<file path="src/rtl/mem_responder.sv">
// Single-port word memory responder with programmable wait latency, address error flagging
// and saturating read/write access counters.
module mem_responder #(
  parameter int AWL   = 6,
  parameter int DWL   = 32,
  parameter int DEPTH = 2**AWL,
  parameter int LAT   = 2,
  parameter int CW    = 16
) (
  input  logic           CLK,
  input  logic           RST,
  input  logic           Req,
  input  logic           WE,
  input  logic [DWL-1:0] Addr,
  input  logic [DWL-1:0] WData,
  output logic           Busy,
  output logic           Ack,
  output logic           Err,
  output logic [DWL-1:0] RData,
  output logic [CW-1:0]  RdCnt,
  output logic [CW-1:0]  WrCnt
);

  typedef enum logic [1:0] {IDLE, WAIT, RESP} state_e;

  localparam logic [3:0] LAT_LOAD = (LAT > 0) ? 4'(LAT - 1) : 4'd0;

  state_e           state_q, state_d;
  logic [3:0]       cnt_q, cnt_d;
  logic             we_q, we_d;
  logic [DWL-1:0]   addr_q, addr_d;
  logic [DWL-1:0]   wdata_q, wdata_d;
  logic [DWL-1:0]   rdata_q, rdata_d;
  logic [CW-1:0]    rd_cnt_q, rd_cnt_d;
  logic [CW-1:0]    wr_cnt_q, wr_cnt_d;
  logic             ack_q, ack_d;
  logic             busy_q, busy_d;
  logic             err_q, err_d;

  logic [DWL-1:0]   mem_q [DEPTH];
  logic             mem_we;
  logic [AWL-1:0]   acc_idx;
  logic             acc_bad;
  logic             enter_resp;

  always_ff @(posedge CLK) begin
    if (RST) begin
      state_q  <= IDLE;
      cnt_q    <= '0;
      we_q     <= 1'b0;
      addr_q   <= '0;
      wdata_q  <= '0;
      rdata_q  <= '0;
      rd_cnt_q <= '0;
      wr_cnt_q <= '0;
      ack_q    <= 1'b0;
      busy_q   <= 1'b0;
      err_q    <= 1'b0;
    end else begin
      state_q  <= state_d;
      cnt_q    <= cnt_d;
      we_q     <= we_d;
      addr_q   <= addr_d;
      wdata_q  <= wdata_d;
      rdata_q  <= rdata_d;
      rd_cnt_q <= rd_cnt_d;
      wr_cnt_q <= wr_cnt_d;
      ack_q    <= ack_d;
      busy_q   <= busy_d;
      err_q    <= err_d;
    end
  end

  always_ff @(posedge CLK) begin
    if (!RST && mem_we) begin
      mem_q[acc_idx] <= wdata_d;
    end
  end

  always_comb begin
    state_d = state_q;
    cnt_d   = cnt_q;
    we_d    = we_q;
    addr_d  = addr_q;
    wdata_d = wdata_q;
    unique case (state_q)
      IDLE: begin
        if (Req) begin
          we_d    = WE;
          addr_d  = Addr;
          wdata_d = WData;
          if (LAT == 0) begin
            state_d = RESP;
          end else begin
            state_d = WAIT;
            cnt_d   = LAT_LOAD;
          end
        end
      end
      WAIT: begin
        if (cnt_q == 4'd0) begin
          state_d = RESP;
        end else begin
          cnt_d = cnt_q - 4'd1;
        end
      end
      RESP:    state_d = IDLE;
      default: state_d = IDLE;
    endcase
  end

  // addr_d is the address of the access in flight, including the one being latched with LAT=0
  assign acc_idx    = addr_d[AWL+1:2];
  assign acc_bad    = (|addr_d[1:0]) || (|addr_d[DWL-1:AWL+2]);
  assign enter_resp = (state_d == RESP) && (state_q != RESP);

  always_comb begin
    busy_d   = (state_d != IDLE);
    ack_d    = (state_q == RESP);
    err_d    = ack_d && acc_bad;
    rdata_d  = rdata_q;
    rd_cnt_d = rd_cnt_q;
    wr_cnt_d = wr_cnt_q;
    mem_we   = 1'b0;
    if (enter_resp && !acc_bad) begin
      if (we_d) begin
        mem_we   = 1'b1;
        wr_cnt_d = (&wr_cnt_q) ? wr_cnt_q : wr_cnt_q + 1'b1;
      end else begin
        rdata_d  = mem_q[acc_idx];
        rd_cnt_d = (&rd_cnt_q) ? rd_cnt_q : rd_cnt_q + 1'b1;
      end
    end
  end

  assign Busy  = busy_q;
  assign Ack   = ack_q;
  assign Err   = err_q;
  assign RData = rdata_q;
  assign RdCnt = rd_cnt_q;
  assign WrCnt = wr_cnt_q;

endmodule
</file>
<file path="config.mk">
export PLATFORM = sky130hd
export DESIGN_NAME = mem_responder
export DESIGN_NICKNAME = d
export VERILOG_FILES = /design/src/rtl/mem_responder.sv
export SDC_FILE = /design/constraint.sdc
export NUM_CORES = 2
export LEC_CHECK = 0
export CORE_MARGIN = 2
export CORE_UTILIZATION = 45
export CTS_CLUSTER_DIAMETER = 100
export DETAILED_ROUTE_END_ITERATION = 16
export HOLD_SLACK_MARGIN = 0.06
export MAX_ROUTING_LAYER = met4
export PLACE_DENSITY = 0.68
export SLEW_MARGIN = 40
export SYNTH_ARGS = -nofsm -noshare
export SYNTH_HDL_FRONTEND = slang
export SYNTH_SLANG_ARGS = --single-unit
</file>
<file path="constraint.sdc">
create_clock -name CLK -period 5.8 [get_ports CLK]
set_input_delay 0.58 -clock CLK [delete_from_list [all_inputs] [get_ports CLK]]
set_output_delay 0.58 -clock CLK [all_outputs]
set_load 0.005 [all_outputs]
</file>
==> impl_metrics.json <==
{
  "path_buf_inv": 3,
  "hold_start": "RST",
  "grt_pass1_wl_um": 358500,
  "synth_compound_area_frac": 0.1281,
  "htree_levels": 4,
  "cp.required_ns": 6.27,
  "antenna_found_initial": 7,
  "drive_gt1_frac": 0.1388,
  "post-route-period-util": 0.7991,
  "clk_pin_slew_ns": 0.07,
  "die_y_um": 425.5,
  "rsz0062_at_grt": "no",
  "syn_inst": 4635,
  "hold_class": "input pin to register",
  "finalNonFillerCells": 7462,
  "fin_tns_setup_ns": 0,
  "crit_cells": 9,
  "placed_cells": 7068,
  "grt_pass1_vias": 46530,
  "cp_top_family": "simple AND/OR/NAND/NOR gates",
  "dr.first_iter.drc_count": 8785,
  "crit_type": "register to register",
  "ys_ff_latch": 2186,
  "top_usage_layer": "met2",
  "hold_buffers": 0,
  "critPathArrivalTime_ns": 5.10,
  "grt.met1_usage": 0.3821,
  "setup_ws_ns": 1.165,
  "p_per_area_nw_per_um2": 359.3,
  "grt_max_degree": 83,
  "hpwl_um": 148500,
  "cts_max_path_buffers": 3,
  "drtPass1Iterations": 8,
  "die_x_um": 425.5,
  "initial_utilization": 0.4535,
  "synth-simple-area-share": 0.04087,
  "gr-usage-all-layers": 0.2881,
  "met3_usage": 0.06820,
  "worst_slew_pin_slew_ns": 0.9509,
  "whs_ns": 0.1634,
  "final_common_cell": "edfxtp_1",
  "synth_top_family_by_area": "compound AO/OA/AOI/OAI gates",
  "synth_area_um2": 79960,
  "vdd_ir_drop_max_uv": 330.1,
  "synth-main-ff-cell": "edfxtp_1",
  "synth_fp_nets": 4706,
  "finalSetupViolations": 0,
  "slowest_stage": "nor3_1",
  "setup.worst_path.start": "state_q[1]",
  "grt_util_met2": 0.4261,
  "end_kind": "register",
  "nets": 5006,
  "synthAdderAreaFrac": 0.0004695,
  "grt-ovfl-total": 0,
  "clock-sinks": 2186,
  "wl_per_cell_um": 34.41,
  "cts_tree": "done",
  "pre_cts_ws_ns": 0.6071,
  "cp-start-kind": "register",
  "worstSkewPairLatency_ns": 0.88,
  "cts_resized": 0,
  "holdPathStages": 2,
  "fin_crit_ns": 4.635,
  "rows": 154,
  "core_um2": 176300,
  "areaGrowthSynthToFinish_pct": 16.45,
  "cpMostUsedCell": "buf_4",
  "ys_warn_count": 0,
  "postRouteAntennaNets": 0,
  "pin_count": 135,
  "fillers": 13680,
  "yosys.cell_types.count": 65,
  "gp_congestion": 0.8905,
  "synthXorXnorAreaFrac": 0.003177,
  "fmaxAchievable_mhz": 215.8,
  "crit_fanout": 41,
  "async_reset_ff_frac": 0,
  "routed_via_density": 6.629,
  "finalHoldViolCount": 0,
  "leakagePower_uw": 0.02896,
  "status": "completed",
  "path_cells": "nor3b_4 -> buf_4 -> nand4_1 -> a211o_1 -> nor3_1 -> buf_4 -> nand2_1 -> nor2_4 -> buf_4",
  "die_area_um2": 181100,
  "synthMuxAreaShare": 0.006432,
  "port_buffers": 134,
  "drt-total-wl_um": 256700,
  "synth_edf_count": 2048,
  "max_slew_margin": 0.3660,
  "postCtsSetupRepairBufs": 0,
  "post-route-drc-count": 0,
  "reg2reg_depth": 9,
  "num_vias": 49470,
  "syn_area_per_cell_um2": 17.25,
  "seq_area_frac_synth": 0.8037,
  "cts_buffers": 204,
  "final_cell_mix": "edfxtp_1, a22oi_1, nand2_1, a22o_1, a221oi_1",
  "timing.rr.start": "state_q[1]",
  "root_buffer": "clkbuf_16",
  "max_cap_violations": 0,
  "final_max_slew_viol_count": 0,
  "fin_skew_ns": 0.05650,
  "slowest_delay_ns": 0.62
}
## per-stage QoR
stage | power (µW) | cell area (µm²) | util
after global routing | 34220 | 93100 | 0.5280
after floorplan | 19170 | 79960 | -
after detailed placement | 20270 | 86270 | 0.4893
final | 33450 | 93110 | 0.5281
after global placement | 20230 | 86130 | 0.4885
after CTS | 33430 | 93050 | 0.5278
## registers in the layout, indices dropped and copies added, names as in the netlist
name,cells
mem_q,2048
Ack,1
cnt_q,4
addr_q,32
we_q,1
Busy,1
Err,1
RData,32
state_q,2
WrCnt,16
RdCnt,16
wdata_q,32
## synth_stat cells (7+ instances only)
library cell	instances	share of area
nand4b_1	7	0.00077
nand3_1	50	0.0031
clkbuf_1	118	0.0055
a21oi_1	110	0.0069
nand4_1	19	0.0015
a22oi_1	525	0.049
a221oi_1	211	0.023
buf_2	145	0.0091
buf_1	26	0.0012
nand2_1	296	0.014
dfxtp_1	138	0.035
xnor2_1	15	0.0016
nor3b_1	14	0.0013
o21bai_1	7	0.00066
o21ai_0	29	0.0018
a2111oi_0	9	0.00099
edfxtp_1	2048	0.77
mux2_2	10	0.0014
or4_1	13	0.0012
xor2_1	14	0.0015
o211ai_1	7	0.00066
a22o_1	211	0.023
nor4_1	42	0.0033
and3_1	24	0.0019
a31oi_1	190	0.015
nor2_1	163	0.0077
mux2i_1	33	0.0041
nor3_1	41	0.0026
## per-layer routing
layer | up-vias | share of wire
li1 | 19790 | -
met1 | 24940 | 0.36
met2 | 4079 | 0.45
met3 | 653 | 0.14
met4 | 0 | 0.050
met5 | - | 0
## cells by family after synthesis
family          after synthesis
compound gates             1357
mux                          48
simple gates                707
buf+inv                     305
fa+ha+maj                     3
xor+xnor                     29
flops                      2186
## power breakdown
group | total, µW | internal, µW | switching (µW)
Combinational | 2450 | 642 | 1810
Clock | 13400 | 7490 | 5940
Sequential | 17600 | 17500 | 27.3
Total | 33500 | 25700 | 7780
## worst paths after layout
check                  end  slack, ns
max          mem_q[36][25]       1.17
min              WrCnt[14]       0.16
max reg2reg  mem_q[36][25]       1.17
min reg2reg     addr_q[15]       0.46
## cell type report
class / count / area, µm² / share of cell area
clock buffer: 274 / 5580 / 0.05993
inverter: 6 / 22.52 / 0.0002419
clock inverter: 112 / 1201 / 0.01290
tap: 2340 / 2928 / 0.03145
sequential: 2186 / 64260 / 0.6902
multi-input combinational: 2144 / 15210 / 0.1633
antenna: 7 / 17.52 / 0.0001881
timing repair buffer: 393 / 3889 / 0.04177
Note: power is estimated with default switching activity, not from simulation.
